===== src/rtl/d_cache_control_nway.sv =====
// d_cache_control_nway
//   Control FSM for an N-way set-associative, write-back, write-allocate
//   data cache. It sits between the CPU memory port and physical memory
//   and drives per-way load enables into the cache datapath.
//
// Ports
//   clk, rst_n       clock (rising edge), asynchronous active-low reset
//   hit_vec          per-way tag match AND valid for the current index
//   valid_vec        valid bits of the current set
//   dirty_vec        dirty bits of the current set
//   plru_way         pseudo-LRU victim proposed by the LRU array
//   victim_tag       tag array output for way victim_way
//   mem_address      CPU address
//   mem_read         CPU read request
//   mem_write        CPU write request
//   pmem_resp        physical memory transaction done
//   victim_way       selected way (combinational in S_IDLE, registered otherwise)
//   ld_way           one-hot data/tag array load
//   ld_valid         one-hot valid-bit load (valid_in is tied to 1)
//   ld_dirty         one-hot dirty-bit load
//   dirty_in         value written to the dirty bit
//   ld_lru           update PLRU with the accessed way
//   wr_sel           1 = merge CPU write data, 0 = line from pmem
//   mem_resp         CPU request complete
//   pmem_read        line read request
//   pmem_write       line writeback request
//   pmem_address     line-aligned physical address
module d_cache_control_nway #(
    parameter int WAYS     = 4,
    parameter int TAG_W    = 9,
    parameter int INDEX_W  = 3,
    parameter int OFFSET_W = 4,
    parameter int ADDR_W   = 16,
    localparam int WAY_W   = $clog2(WAYS)
) (
    input  logic              clk,
    input  logic              rst_n,
    input  logic [WAYS-1:0]   hit_vec,
    input  logic [WAYS-1:0]   valid_vec,
    input  logic [WAYS-1:0]   dirty_vec,
    input  logic [WAY_W-1:0]  plru_way,
    input  logic [TAG_W-1:0]  victim_tag,
    input  logic [ADDR_W-1:0] mem_address,
    input  logic              mem_read,
    input  logic              mem_write,
    input  logic              pmem_resp,
    output logic [WAY_W-1:0]  victim_way,
    output logic [WAYS-1:0]   ld_way,
    output logic [WAYS-1:0]   ld_valid,
    output logic [WAYS-1:0]   ld_dirty,
    output logic              dirty_in,
    output logic              ld_lru,
    output logic              wr_sel,
    output logic              mem_resp,
    output logic              pmem_read,
    output logic              pmem_write,
    output logic [ADDR_W-1:0] pmem_address
);

    typedef enum logic [1:0] {
        S_IDLE,
        S_WRITEBACK,
        S_FILL
    } state_t;

    state_t           state, state_next;
    logic [WAY_W-1:0] victim_q;
    logic             capture_victim;

    logic             request;
    logic             hit;
    logic             hit_found;
    logic [WAY_W-1:0] hit_way;
    logic             inv_found;
    logic [WAY_W-1:0] inv_way;
    logic [WAY_W-1:0] miss_victim;
    logic             victim_dirty;
    logic [ADDR_W-1:0] line_address;
    logic [ADDR_W-1:0] wb_address;

    // Byte offset is never needed: every pmem access is line aligned.
    logic unused_offset;
    assign unused_offset = ^mem_address[OFFSET_W-1:0];

    assign request = mem_read | mem_write;
    assign hit     = |hit_vec;

    // Lowest-index priority scans for the hit way and the first invalid way.
    always_comb begin
        hit_way   = '0;
        hit_found = 1'b0;
        inv_way   = '0;
        inv_found = 1'b0;
        for (int unsigned i = 0; i < WAYS; i++) begin
            if (hit_vec[i] && !hit_found) begin
                hit_way   = WAY_W'(i);
                hit_found = 1'b1;
            end
            if (!valid_vec[i] && !inv_found) begin
                inv_way   = WAY_W'(i);
                inv_found = 1'b1;
            end
        end
    end

    // Fill an empty way before evicting anything; otherwise trust PLRU.
    assign miss_victim  = inv_found ? inv_way : plru_way;
    assign victim_dirty = valid_vec[miss_victim] & dirty_vec[miss_victim];

    assign line_address = {mem_address[ADDR_W-1:OFFSET_W], {OFFSET_W{1'b0}}};
    assign wb_address   = {victim_tag,
                           mem_address[OFFSET_W+INDEX_W-1:OFFSET_W],
                           {OFFSET_W{1'b0}}};

    always_ff @(posedge clk or negedge rst_n) begin
        if (!rst_n) begin
            state    <= S_IDLE;
            victim_q <= '0;
        end else begin
            state <= state_next;
            if (capture_victim) begin
                victim_q <= miss_victim;
            end
        end
    end

    always_comb begin
        state_next     = state;
        capture_victim = 1'b0;
        victim_way     = victim_q;
        ld_way         = '0;
        ld_valid       = '0;
        ld_dirty       = '0;
        dirty_in       = 1'b0;
        ld_lru         = 1'b0;
        wr_sel         = 1'b0;
        mem_resp       = 1'b0;
        pmem_read      = 1'b0;
        pmem_write     = 1'b0;
        pmem_address   = line_address;

        case (state)
            S_IDLE: begin
                victim_way = hit ? hit_way : miss_victim;
                if (request) begin
                    if (hit) begin
                        mem_resp = 1'b1;
                        ld_lru   = 1'b1;
                        // A simultaneous read+write is handled as a write.
                        if (mem_write) begin
                            wr_sel   = 1'b1;
                            ld_way   = WAYS'(1) << hit_way;
                            ld_dirty = WAYS'(1) << hit_way;
                            dirty_in = 1'b1;
                        end
                    end else begin
                        capture_victim = 1'b1;
                        state_next     = victim_dirty ? S_WRITEBACK : S_FILL;
                    end
                end
            end

            S_WRITEBACK: begin
                pmem_write   = 1'b1;
                pmem_address = wb_address;
                if (pmem_resp) begin
                    state_next = S_FILL;
                end
            end

            S_FILL: begin
                pmem_read = 1'b1;
                if (pmem_resp) begin
                    ld_way     = WAYS'(1) << victim_q;
                    ld_valid   = WAYS'(1) << victim_q;
                    ld_dirty   = WAYS'(1) << victim_q;
                    state_next = S_IDLE;
                end
            end

            default: begin
                state_next = S_IDLE;
            end
        endcase
    end

endmodule

===== config.mk =====
export PLATFORM = sky130hd
export DESIGN_NAME = d_cache_control_nway
export DESIGN_NICKNAME = d
export VERILOG_FILES = /design/src/rtl/d_cache_control_nway.sv
export SDC_FILE = /design/constraint.sdc
export NUM_CORES = 1
export LEC_CHECK = 0
export CORE_MARGIN = 1.5
export CORE_UTILIZATION = 24
export CTS_CLUSTER_SIZE = 8
export DETAILED_ROUTE_END_ITERATION = 8
export GPL_TIMING_DRIVEN = 0
export PLACE_DENSITY_LB_ADDON = 0.12
export SLEW_MARGIN = 25
export SYNTH_ARGS = -nofsm -noshare
export SYNTH_HDL_FRONTEND = slang
export SYNTH_SLANG_ARGS = --single-unit

===== constraint.sdc =====
create_clock -name clk -period 1.39 [get_ports clk]
set_input_delay 0.3475 -clock clk [delete_from_list [all_inputs] [get_ports clk]]
set_output_delay 0.3475 -clock clk [all_outputs]
set_load 0.1 [all_outputs]

==> results_dict.tcl <==
set metrics [dict create \
    grt_first_pass_wirelength_um 4843 \
    cp.arrival_ns 1.63 \
    io_buffers 68 \
    power_mw 1.561 \
    die-area_um2 3065 \
    route.detailed.drc 0 \
    critPathMaxFanout 4 \
    violations "setup timing" \
    drtPass1Iterations 3 \
    ys_async_sr_fraction 1.000 \
    syn_to_final_growth_pct 226.8 \
    dp_cells 183 \
    finalSetupViolCount 32 \
    ys_ff_latch 4 \
    vias 973 \
    synthTopCellsByArea "buf_4 (16%), mux2_2 (15%), dfrtp_1 (15%), o21ai_0 (3.8%), inv_1 (3.4%)" \
    clock_latency_ns 0.25 \
    gp_congestion 0.7306 \
    hold_viol 0 \
    synth_area_um2 658.1 \
    drtIter0Drc 8 \
    critPathKind "flop to output port" \
    synth_edf_count 0 \
    vdd_ir_drop_max_mv 0.6302 \
    grt_antenna_before_repair 0 \
    synth_seq_area_share 0.1521 \
    cts.path.max_buffers 2 \
    avgSynthCellArea_um2 8.026 \
    swShare 0.5396 \
    grt_max_degree 10 \
    worst_pin_slew_ns 0.5476 \
    overflow 0 \
    worstSetupEndpointType "output port" \
    leakagePower_nw 0.9526 \
    pwr-share-seq 0.118 \
    p_comb_frac 0.773 \
    synth_top_area_cell "buf_4" \
    synth_top_cell_area_share 0.1597 \
    root_buffer "clkbuf_4" \
    grt_pass1_vias 977 \
    powerDensity_nw_per_um2 725.8 \
    wire_per_inst_um 15.38 \
    drive_gt1_frac 0.6893 \
    status "finished with violations" \
    power.internal_mw 0.7188 \
    wl_um 3184 \
    antennaDiodeCount 0 \
    design_area_um2 2151 \
    fin_cells 207 \
    rows 18 \
    dp_hpwl_um 1973 \
    fmax_mhz 506.2 \
    min_period_ns 1.976 \
    tns_ns -13.80 \
    multi_input_area_um2 698.2 \
    cts_tree "yes" \
    final_util 0.8451 \
    track_usage 0.1986 \
    worst_slack_ns -0.5857 \
    clkPwrFrac 0.109 \
    synth_ff_type "dfrtp_1" \
    antenna_left 0 \
    cts_sinks 4 \
    startpoint_type "flop" \
    routed_via_density 4.700 \
    reg2reg_slack_ns -0.12 \
    fillers 138 \
    seq_area_um2 102.6 \
    ios 80 \
    yosysWarningCount 0 \
    period_share 1.421 \
    max_cap_violations 0 \
    p_switching_mw 0.8423 \
    dp_slack_ns -1.879 \
    clk_pin_slew_ns 0.04 \
    max_slew_margin 0.6367 \
    die_x_um 55.37 \
    start_util 0.2586 \
    cts_max_level 1 \
    drv_slew 0 \
    cts_made_buffers 3 \
    rsz0062_at_grt "yes" \
    holdWs_ns 0.2943 \
    place_area_um2 1614 \
    fp.dieH_um 55.37 \
    hp-class "input pin to asynchronous set/reset pin" \
    clock_skew_ns 0.008594 \
    nNetsFinal 222 \
    critical_path_required_ns 1.04 \
    core_area_um2 2545 \
    ys_types 30 \
    synthCells 82 \
]
## final cells by class
type,count,share of cell area
buffer,14,0.07504
sequential,4,0.04770
timing repair buffer,88,0.5108
clock buffer,4,0.01222
tap,30,0.01745
inverter,7,0.01222
multi-input combinational,60,0.3246
## Yosys cell counts, drive strengths merged, types with 2 or more instances
cell,number
a21boi,2
a31o,2
a31oi,2
buf,14
dfrtp,4
inv,7
mux2,10
nand2,6
nand3,4
nor2,7
nor2b,2
nor3,3
o21ai,7
o32ai,2
## cells in the final DEF (no fill, tap or decap), drive strengths merged
cell type | synthesis | layout
buf | 14 | 68
clkdlybuf4s50 | 0 | 21
mux2 | 10 | 10
nor2 | 7 | 7
inv | 7 | 7
o21ai | 7 | 7
nand2 | 6 | 6
clkbuf | 0 | 6
clkdlybuf4s15 | 0 | 5
conb | 1 | 4
nand3 | 4 | 4
dfrtp | 4 | 4
nor3 | 3 | 3
dlymetal6s2s | 0 | 3
dlygate4sd2 | 0 | 3
a31oi | 2 | 2
a31o | 2 | 2
a21boi | 2 | 2
nor2b | 2 | 2
o32ai | 2 | 2
and2b | 1 | 1
a21o | 1 | 1
nor4 | 1 | 1
o311ai | 1 | 1
mux2i | 1 | 1
nand3b | 1 | 1
a21oi | 1 | 1
o22ai | 1 | 1
a221o | 1 | 1
## registers in the layout (all words and copies together), names as in the netlist
| name | flops |
|---|---|
| victim_q | 2 |
| state | 2 |
## timing repair
| action | in CTS | in global routing |
|---|---|---|
| resized for setup | 318 | 19 |
| setup buffers | 14 | 7 |
| pin swaps | 13 | 8 |
| hold buffers | 0 | 0 |
| setup endpoints to repair | 36 | 31 |
## worst max-delay path, cell delays in order, from the launching register on
cell and delay, ns:
dfrtp_1 0.40, and2b_4 0.32, nand3_4 0.13, nor2_4 0.14, a31o_4 0.13, buf_6 0.10, buf_12 0.16
## worst paths after layout
| check | endpoint | depth (start not counted) | start |
|---|---|---|---|
| max | ld_way[3] | 6 | state[0]$_DFFE_PN0P_ |
| min | victim_q[0]$_DFFE_PN0P_ | 1 | rst_n |
| max reg2reg | victim_q[0]$_DFFE_PN0P_ | 6 | state[1]$_DFFE_PN0P_ |
| min reg2reg | victim_q[0]$_DFFE_PN0P_ | 1 | victim_q[0]$_DFFE_PN0P_ |
| max in group asynchronous | state[1]$_DFFE_PN0P_ | 1 | rst_n |
| min in group clk | victim_q[0]$_DFFE_PN0P_ | 4 | plru_way[0] |
## kinds of logic after synthesis
kind of cell           synth area share
AO/OA/AOI/OAI                    0.2396
buffers and inverters            0.1996
flip-flops                       0.1521
multiplexers                     0.1863
other                          0.005698
AND/OR/NAND/NOR                  0.2167
## power by group through the flow
stage          Clock (mW)  Combinational (mW)  Sequential (mW)
3_3_place_gp            0               0.967            0.176
2_1_floorplan           0               0.724            0.172
6_report            0.170                1.21            0.184
3_5_place_dp            0               0.978            0.178
4_1_cts             0.166                1.18            0.182
5_1_grt             0.182                1.24            0.186
## metal layers
layer  vias to the layer above  wire, um  GRT usage
met5                         -         0          0
met4                         0        67    0.05226
met2                        49      1857     0.4014
met1                       451      1087     0.2083
met3                         7       172    0.02810
li1                        466         -          -
No activity file was read; power rests on OpenSTA's default activity.
